===== config.mk =====
export PLATFORM = sky130hd
export DESIGN_NAME = dmem_arbiter
export DESIGN_NICKNAME = d
export VERILOG_FILES = /design/src/rtl/dmem_pkg.sv /design/src/rtl/dmem_arbiter.sv
export SDC_FILE = /design/constraint.sdc
export NUM_CORES = 1
export LEC_CHECK = 0
export ABC_AREA = 1
export CORE_MARGIN = 5
export CORE_UTILIZATION = 31
export CTS_BUF_LIST = sky130_fd_sc_hd__clkbuf_8
export DETAILED_ROUTE_END_ITERATION = 7
export HOLD_SLACK_MARGIN = 0.02
export PLACE_DENSITY = 0.84
export SLEW_MARGIN = 20
export SYNTH_ARGS = -nofsm -noshare
export SYNTH_HDL_FRONTEND = slang
export SYNTH_SLANG_ARGS = --single-unit

===== constraint.sdc =====
create_clock -name clk -period 3.5 [get_ports clk]
set_input_delay 0.7 -clock clk [delete_from_list [all_inputs] [get_ports clk]]
set_output_delay 0.7 -clock clk [all_outputs]
set_load 0.02 [all_outputs]

===== src/rtl/dmem_pkg.sv =====
// dmem_pkg: shared widths, loader wait bound and arbiter state encoding for the data-RAM arbiter
package dmem_pkg;
  localparam int DMEM_ADDR_W = 14;
  localparam int DMEM_DATA_W = 32;
  localparam int DMEM_MAX_WAIT = 4;
  typedef enum logic [1:0] {
    S_CPU     = 2'd0,
    S_DBG_RD  = 2'd1,
    S_DBG_ACK = 2'd2
  } state_t;
endpackage


===== src/rtl/dmem_arbiter.sv =====
// dmem_arbiter: CPU-priority arbiter for the MEM-stage data RAM with a starvation-bounded loader port
module dmem_arbiter
  import dmem_pkg::*;
#(
  parameter int ADDR_W = DMEM_ADDR_W,
  parameter int DATA_W = DMEM_DATA_W,
  parameter int MAX_WAIT = DMEM_MAX_WAIT
) (
  input  logic              clk,
  input  logic              rst,
  input  logic              cpu_req,
  input  logic              cpu_we,
  input  logic [ADDR_W-1:0] cpu_addr,
  input  logic [DATA_W-1:0] cpu_wdata,
  output logic [DATA_W-1:0] cpu_rdata,
  output logic              cpu_stall,
  input  logic              dbg_req,
  input  logic              dbg_we,
  input  logic [ADDR_W-1:0] dbg_addr,
  input  logic [DATA_W-1:0] dbg_wdata,
  output logic [DATA_W-1:0] dbg_rdata,
  output logic              dbg_ack,
  output logic              ram_we,
  output logic [ADDR_W-1:0] ram_addr,
  output logic [DATA_W-1:0] ram_wdata,
  input  logic [DATA_W-1:0] ram_rdata
);
  state_t     state;
  logic [3:0] wait_cnt;
  logic       dbg_rd;
  logic       dbg_sel;
  // gated by rst so a held loader request cannot reach the RAM during reset
  assign dbg_sel   = !rst && state == S_CPU && dbg_req && (!cpu_req || wait_cnt == 4'(MAX_WAIT));
  assign ram_addr  = dbg_sel ? dbg_addr : cpu_addr;
  assign ram_wdata = dbg_sel ? dbg_wdata : cpu_wdata;
  assign ram_we    = !rst && (dbg_sel ? dbg_we : cpu_req && cpu_we);
  assign cpu_stall = dbg_sel && cpu_req;
  assign cpu_rdata = ram_rdata;
  assign dbg_ack   = state == S_DBG_ACK;
  always_ff @(posedge clk or posedge rst)
    if (rst) begin
      state     <= S_CPU;
      wait_cnt  <= '0;
      dbg_rd    <= 1'b0;
      dbg_rdata <= '0;
    end else
      case (state)
        S_CPU: begin
          if (dbg_sel) begin
            state    <= S_DBG_RD;
            wait_cnt <= '0;
            dbg_rd   <= !dbg_we;
          end else
            wait_cnt <= !dbg_req ? '0 : (cpu_req && wait_cnt != 4'(MAX_WAIT)) ? wait_cnt + 4'd1 : wait_cnt;
        end
        S_DBG_RD: begin
          if (dbg_rd) dbg_rdata <= ram_rdata;
          state <= S_DBG_ACK;
        end
        default: state <= S_CPU;
      endcase
endmodule


==> out/qor.yml <==
clock_latency_ns: 0.28
maxSlewViolCount: 0
viasPerCell: 4.387
ff2ff_path_depth: 3
start_util_pct: 31.96
route.detailed.wl_per_inst_um: 14.56
synth-seq-area-share_pct: 39.31
numCtsBuffers: 5
hold_violations: 0
fin_nets: 646
n_fill_cell: 688
io-pin-count: 243
total_power_mw: 2.055
final_cell_area_um2: 4863
finalSetupViolCount: 0
synth_area_leaders: "dfrtp_1 39%, nand2_1 22%, mux2_2 12%"
p_sw_uw: 692.8
io_buffers: 242
die_h_um: 99.49
grt_usage_pct: 16.86
tns_ns: 0
grt_pass1_vias: 2753
reg2reg_slack_ns: 1.88
fp.dieW_um: 99.49
root_buffer: "clkbuf_8"
synth_top_area_share_pct: 39.31
regArea_um2: 975.9
clkSinkCount: 39
dp_hpwl_mm: 7.859
grt_max_degree: 50
max_slew_margin_pct: 50.76
syn_avg_cell_area_um2: 8.139
status: "finished clean"
cts_tree: "done"
syn_to_final_growth_pct: 95.92
drive_gt1_share_pct: 10.68
synth_area_um2: 2482
hold_path_depth: 1
power_frac_comb_pct: 51.7
seqPwrFrac_pct: 32.3
design.die.area_um2: 9897
rsz0062_at_grt: "no"
placed_area_um2: 4760
synth_fp_nets: 437
crit_required_ns: 2.80
yosysUniqueCellTypes: 24
synth-edff-count: 0
post_cts_buffers: 0
cts-resized-gates: 0
yosys_warnings: 0
tightest_slew_ns: 0.7360
fmax_mhz: 308.6
drc: 0
drt-total-wl_mm: 8.981
synth_flop_cell: "dfrtp_1"
path_class: "primary input to primary output"
start_kind: "primary input"
netlist.top_cell.by_area: "dfrtp_1"
period_needed_ns: 3.240
p_int_mw: 1.362
hp-class: "flip-flop to flip-flop"
async_flop_share_pct: 100.0
cts_buffer_depth: 2
skew_ns: 0.005962
synth_commonest_cells: "144 x nand2_1, 39 x dfrtp_1, 32 x buf_4"
drtIter0Drc: 83
cap_violations: 0
final_util_pct: 62.61
p_sw_share_pct: 33.72
ys_ff_latch: 39
clkTransAtPathRegs_ns: 0.07
power.density_nw_per_um2: 422.5
grt.overflow.total: 0
hold_buffers: 0
pwr-share-clk_pct: 15.9
crit_path_end_kind: "primary output"
dr.pass1.iters: 4
synthMostInstantiatedCell: "nand2_1"
antenna_found_initial: 0
p_leak_nw: 2.176
htree_levels: 2
rows: 32
path_max_fanout: 49
diodes: 0
syn_inst: 305
multiInputGateArea_um2: 1116
cp.arrival_ns: 2.54
period_share_pct: 92.58
core_um2: 7767
grt_pass1_wl_mm: 13.39
max-vdd-ir-drop_v: 0.0001802
place_congestion: 0.7938
antenna_left: 0
dr_total_vias: 2707
-- cell type report --
type | count | area share, %
Clock inverter | 1 | 0.1544
Sequential cell | 39 | 20.07
Tap cell | 102 | 2.624
Timing Repair Buffer | 247 | 51.35
Clock buffer | 7 | 1.981
Multi-Input combinational cell | 210 | 22.95
Inverter | 11 | 0.8747
-- metal layers --
layer	routed length [um]	global-route usage, %
met5	0	0
met4	83	4.202
met3	863	5.330
met2	5229	36.00
met1	2805	14.55
-- cells in the final DEF, fill, tap and decap left out, drive strengths merged --
master,count
clkdlybuf4s50,242
nand2,156
dfrtp,39
mux2,32
inv,10
clkbuf,7
nor2,7
nand3,6
buf,5
nand4,3
ha,2
clkinv,1
a21oi,1
nor3b,1
o21ai,1
o21a,1
clkinvlp,1
-- final timing paths --
check | endpoint | startpoint
setup reg to reg | dbg_rdata[2]$_DFFE_PP0P_ | state[1]$_DFFE_PP0P_
min in group asynchronous | wait_cnt[3]$_DFFE_PP0P_ | rst
hold reg to reg | state[1]$_DFFE_PP0P_ | state[1]$_DFFE_PP0P_
hold / removal | state[1]$_DFFE_PP0P_ | state[1]$_DFFE_PP0P_
max in group asynchronous | dbg_rdata[18]$_DFFE_PP0P_ | rst
setup / recovery | ram_we | rst
-- metrics by stage --
step                std cells  setup slack [ns]  hold WS [ns]
floorplan                 305            0.2637        0.4675
global placement          609            0.2541        0.4760
detailed placement        609            0.2502        0.4869
CTS                       617            0.2392        0.5024
global route              617            0.1371        0.5255
finish                    617            0.2596        0.4983
-- kinds of logic (layout without fill, tap and decap cells) --
logic type / after synthesis / count (layout) / synth area share (%)
and+or+nand+nor: 173 / 173 / 28.73
AOI/OAI and AO/OA: 3 / 3 / 0.7054
DFF: 39 / 39 / 39.31
buffers and inverters: 56 / 266 / 15.73
muxes: 32 / 32 / 14.52
adders and majority gates: 2 / 2 / 1.008
-- power groups by stage --
stage,Sequential (mW),Combinational [mW],Clock (mW)
floorplan,0.848,0.315,0
global placement,0.666,1.06,0
detailed placement,0.675,1.08,0
CTS,0.666,1.08,0.342
global route,0.683,1.12,0.359
finish,0.664,1.06,0.328
-- registers in the layout (all words and copies together) (netlist names) --
name	cells
dbg_rdata	32
wait_cnt	4
state	2
dbg_rd	1
-- worst max-delay path: stages --
cell and delay (ns):
clkdlybuf4s50_1 0.48, inv_1 0.05, nand2_1 0.10, nor2_4 0.06, nand2_4 0.08, buf_12 0.21
nand3_1 0.09, a21oi_1 0.13, clkdlybuf4s50_1 0.62
Power figures use the tool's default switching activity.
==> edit 1 (same flow settings) <==
Register the output `dbg_rdata` once more, with the module's reset; this adds one clock of latency there. The other outputs are not delayed to match.
--- a/src/rtl/dmem_arbiter.sv
+++ b/src/rtl/dmem_arbiter.sv
@@ -25,6 +25,8 @@
   output logic [DATA_W-1:0] ram_wdata,
   input  logic [DATA_W-1:0] ram_rdata
 );
+
+  logic [DATA_W-1:0] dbg_rdata_s0;
   state_t     state;
   logic [3:0] wait_cnt;
   logic       dbg_rd;
@@ -42,7 +44,7 @@
       state     <= S_CPU;
       wait_cnt  <= '0;
       dbg_rd    <= 1'b0;
-      dbg_rdata <= '0;
+      dbg_rdata_s0 <= '0;
     end else
       case (state)
         S_CPU: begin
@@ -54,10 +56,18 @@
             wait_cnt <= !dbg_req ? '0 : (cpu_req && wait_cnt != 4'(MAX_WAIT)) ? wait_cnt + 4'd1 : wait_cnt;
         end
         S_DBG_RD: begin
-          if (dbg_rd) dbg_rdata <= ram_rdata;
+          if (dbg_rd) dbg_rdata_s0 <= ram_rdata;
           state <= S_DBG_ACK;
         end
         default: state <= S_CPU;
       endcase
+  always_ff @(posedge clk or posedge rst) begin
+      if (rst) begin
+          dbg_rdata <= '0;
+      end else begin
+          dbg_rdata <= dbg_rdata_s0;
+      end
+  end
+
 endmodule
 
Behaviour: not the same (a bounded check fails within 4 cycles, from zero or initial values and one cycle with rst high).
==> edit 1 against the unedited design <==
Routed wire length is 13% higher; maximum frequency is 3.4% lower; largest power group is now sequential cells; critical path type unchanged; cell area is 19% higher; sequential cell count is 32 higher; total power is 43% higher; worst setup slack worse by 0.12 ns; area after synthesis is 32% higher; via count is 9.5% higher; non-clock buffer count is 1 lower.
==> edit 1: results (changes against the unedited design) <==
| Metric | Value |
|---|---|
| Multiplexer share of the synthesized area | `0.1126 (was 0.1452)` |
| CORE AREA | `10320 um^2 (was 7767 um^2)` |
| Synthesized area divided by synthesized cell count | `9.698 um^2 (was 8.139 um^2)` |
| Placement-stage worst setup slack | `0.1297 ns (was 0.2502 ns)` |
| Arithmetic-cell share of the synthesized area counting full adders, half adders and majority gates | `0.007657 (was 0.01008)` |
| Worst reg2reg startpoint | `state[0] (was state[1])` |
| Global Route met1 Usage | `0.1531 (was 0.1455)` |
| Static leakage power | `2.602 nW (was 2.176 nW)` |
| Highest Clock Rate | `298.0 MHz (was 308.6 MHz)` |
| Fraction of area in registers | `0.3074 (was 0.2007)` |
| Critical register-to-register path endpoint | `dbg_rdata_s0[12] (was dbg_rdata[2])` |
| Placed Instances | `674 (was 609)` |
| Sum of met2 wire segment lengths after detailed routing | `5.187 mm (was 5.229 mm)` |
| Post-synthesis sequential element count | `71 (was 39)` |
| Worst slew margin relative to its limit | `0.4174 (was 0.5076)` |
| Filler instances | `876 (was 688)` |
| Worst hold endpoint | `dbg_rdata[17] (was state[1])` |
| Path depth of the worst reg2reg path | `4 (was 3)` |
| H-tree lvl count | `3 (was 2)` |
| VDD IR-drop max | `284.2 uV (was 180.2 uV)` |
| Origin of the worst min-delay path | `dbg_rdata_s0[17] (was state[1])` |
| Met2 routing resource usage after global routing | `0.2776 (was 0.3600)` |
| Run status | `completed (unchanged)` |
| Count of plain and timing-repair buffers in the layout | `246 (was 247)` |
| Clk Latency, worst-skew pair | `0.33 ns (was 0.28 ns)` |
| Registers with the highest flip-flop counts | `dbg_rdata x32, dbg_rdata_s0 x32, wait_cnt x4 (was dbg_rdata x32, wait_cnt x4, state x2)` |
| Count of cell types in the netlist | `23 (was 24)` |
| Min Hold Slack | `0.3690 ns (was 0.4983 ns)` |
| Area share of buffers outside the clock network | `0.4295 (was 0.5135)` |
| Area of the multi-input gates | `1099 um^2 (was 1116 um^2)` |
| Share of layout cells above drive strength 1 | `0.1065 (was 0.1068)` |
| Worst clock skew | `0.008113 ns (was 0.005962 ns)` |
| Nets in the synthesized netlist | `469 (was 437)` |
==> edit 1: cells by family after synthesis <==
family,count (synthesis)
DFF,71
buffers and inverters,56
muxes,32
and+or+nand+nor,173
AOI/OAI and AO/OA,3
adders and majority gates,2
==> edit 1: repair_timing <==
item | 4_1_cts | 5_1_grt
gates resized for setup | 0 | 2
endpoints found under the hold margin | 0 | 0
endpoints found under the setup margin | 0 | 17
==> edit 1: worst register-to-register path: stages (launching register included) <==
cell	delay [ns]
sky130_fd_sc_hd__dfrtp_1	0.40
sky130_fd_sc_hd__inv_2	0.07
sky130_fd_sc_hd__nor2_2	0.04
sky130_fd_sc_hd__nand2_2	0.56
sky130_fd_sc_hd__mux2_2	0.44
==> edit 1: where the power goes <==
part | switching (mW) | total [mW] | internal (mW) | leakage (nW)
combinational | 0.485 | 1.08 | 0.597 | 1.67
clock | 0.311 | 0.648 | 0.337 | 0.0940
sequential | 0.110 | 1.21 | 1.10 | 0.839
total | 0.906 | 2.94 | 2.03 | 2.60
==> edit 2 (config.mk and constraints unchanged) <==
Without the edit above. Change the package constant `DMEM_ADDR_W` from 14 to 13.
--- a/src/rtl/dmem_pkg.sv
+++ b/src/rtl/dmem_pkg.sv
@@ -1,6 +1,6 @@
 // dmem_pkg: shared widths, loader wait bound and arbiter state encoding for the data-RAM arbiter
 package dmem_pkg;
-  localparam int DMEM_ADDR_W = 14;
+  localparam int DMEM_ADDR_W = 13;
   localparam int DMEM_DATA_W = 32;
   localparam int DMEM_MAX_WAIT = 4;
   typedef enum logic [1:0] {
Ports: changed (resized cpu_addr, dbg_addr and ram_addr); port bits go from 243 to 240. The function was not compared with the original's and may differ.
==> edit 2 against the unedited design <==
Sequential cell count unchanged; via count decreased by 0.66%; total power increased by 3.1%; clock skew about the same; utilization decreased by 2.7 points; worst setup slack got worse by 0.054 ns; routed wire length increased by 3.4%; first-iteration DRC count decreased by 51%; area after synthesis increased by 6.8%; register-to-register slack got worse by 0.23 ns; cell area increased by 1.8%; critical path type unchanged.
==> edit 2: results (changes against the unedited design) <==
| Metric | Value |
|---|---|
| Met1 Routed Length | `3.099 mm (was 2.805 mm)` |
| Origin of the worst min-delay path | `dbg_rd (was state[1])` |
| Filler instances | `680 (was 688)` |
| Crit path DAT | `2.59 ns (was 2.54 ns)` |
| Met3 track utilization from global routing | `0.05939 (was 0.05330)` |
| Reg2reg setup slack | `1.65 ns (was 1.88 ns)` |
| Biggest area contributors in the synthesized netlist | `sky130_fd_sc_hd__dfrtp_1 37%, sky130_fd_sc_hd__nand2_1 19%, sky130_fd_sc_hd__mux2_4 17% (was sky130_fd_sc_hd__dfrtp_1 39%, sky130_fd_sc_hd__nand2_1 22%, sky130_fd_sc_hd__mux2_2 12%)` |
| Placed wire-length estimate | `7.690 mm (was 7.859 mm)` |
| Share of layout cells above drive strength 1 | `0.1392 (was 0.1068)` |
| Detailed-route wire length per cell | `15.11 um (was 14.56 um)` |
| Global Route met1 Usage | `0.1631 (was 0.1455)` |
| Critical-path maximum fanout | `20 (was 49)` |
| Worst hold endpoint | `dbg_rd (was state[1])` |
| Overall track demand over capacity in global routing | `0.1672 (was 0.1686)` |
| Maximum number of pins on one net before global-route repair | `41 (was 50)` |
| Run status | `completed (unchanged)` |
| Static leakage power | `2.321 nW (was 2.176 nW)` |
| Port Buffers | `239 (was 242)` |
| Worst clock skew | `0.005562 ns (was 0.005962 ns)` |
| Drt first-iter violations | `41 (was 83)` |
| Met2 routing resource usage after global routing | `0.3267 (was 0.3600)` |
| Area after DPL | `4868 um^2 (was 4760 um^2)` |
| Most numerous cell types in the synthesized netlist | `131 x sky130_fd_sc_hd__nand2_1, 39 x sky130_fd_sc_hd__dfrtp_1, 33 x sky130_fd_sc_hd__buf_4, 30 x sky130_fd_sc_hd__mux2_4, 21 x sky130_fd_sc_hd__nand2_2 (was 144 x sky130_fd_sc_hd__nand2_1, 39 x sky130_fd_sc_hd__dfrtp_1, 32 x sky130_fd_sc_hd__buf_4, 26 x sky130_fd_sc_hd__mux2_2, 11 x sky130_fd_sc_hd__nand2_2)` |
| Critical register-to-register path endpoint | `dbg_rdata[20] (was dbg_rdata[2])` |
| Sequential-to-total area share from yosys stat | `0.3681 (was 0.3931)` |
| Fin nets | `639 (was 646)` |
| Sum of met2 wire segment lengths after detailed routing | `5.076 mm (was 5.229 mm)` |
| Number of global-route vias before repair | `2949 (was 2753)` |
## edit 2: changes by cell type after synthesis, sizes merged
cell / change
clkbuf: -2
clkinv: -1
nand2: -3
inv: +1
buf: +2
## edit 2: where the power goes
part           leakage [nW]  switching [mW]  internal, mW
sequential            0.466          0.0880         0.596
combinational          1.81           0.486         0.665
clock                0.0505           0.149         0.134
## edit 2: layout make-up
cell class | count | share of cell area
clock inverters | 3 | 0.002528
repair buffers | 245 | 0.5000
inverters | 11 | 0.008847
multi-input cells | 207 | 0.2510
flip-flops and latches | 39 | 0.1972
clock buffers | 5 | 0.01390
well taps | 105 | 0.02654
## edit 2: metrics by stage
stage / hold WS [ns] / setup WS, ns / cells
global placement: 0.4767 / 0.2361 / 607
finish: 0.5122 / 0.2060 / 615
detailed placement: 0.4918 / 0.2003 / 607
floorplan: 0.4656 / 0.2681 / 302
CTS: 0.5149 / 0.1952 / 615
global route: 0.5330 / 0.1402 / 615
## edit 2: how the worst max path moves through the flow
stage | start | endpoint | slack [ns] | cells after the start
2_1_floorplan | rst | ram_wdata[10] | 0.27 | 9
6_report | dbg_req | ram_wdata[5] | 0.21 | 9
5_1_grt | dbg_req | ram_wdata[14] | 0.14 | 9
4_1_cts | dbg_req | ram_wdata[5] | 0.20 | 9
3_5_place_dp | dbg_req | ram_wdata[5] | 0.20 | 9
3_3_place_gp | dbg_req | ram_wdata[29] | 0.24 | 9
## edit 2: logic make-up (layout without fill, tap and decap cells)
kind of cell / after synthesis / after routing / share of synthesized area
muxes: 32 / 32 / 0.1784
AOI/OAI and AO/OA: 3 / 3 / 0.006604
DFF: 39 / 39 / 0.3681
adders and majority gates: 2 / 2 / 0.009437
buffers and inverters: 56 / 264 / 0.1633
and+or+nand+nor: 170 / 170 / 0.2742
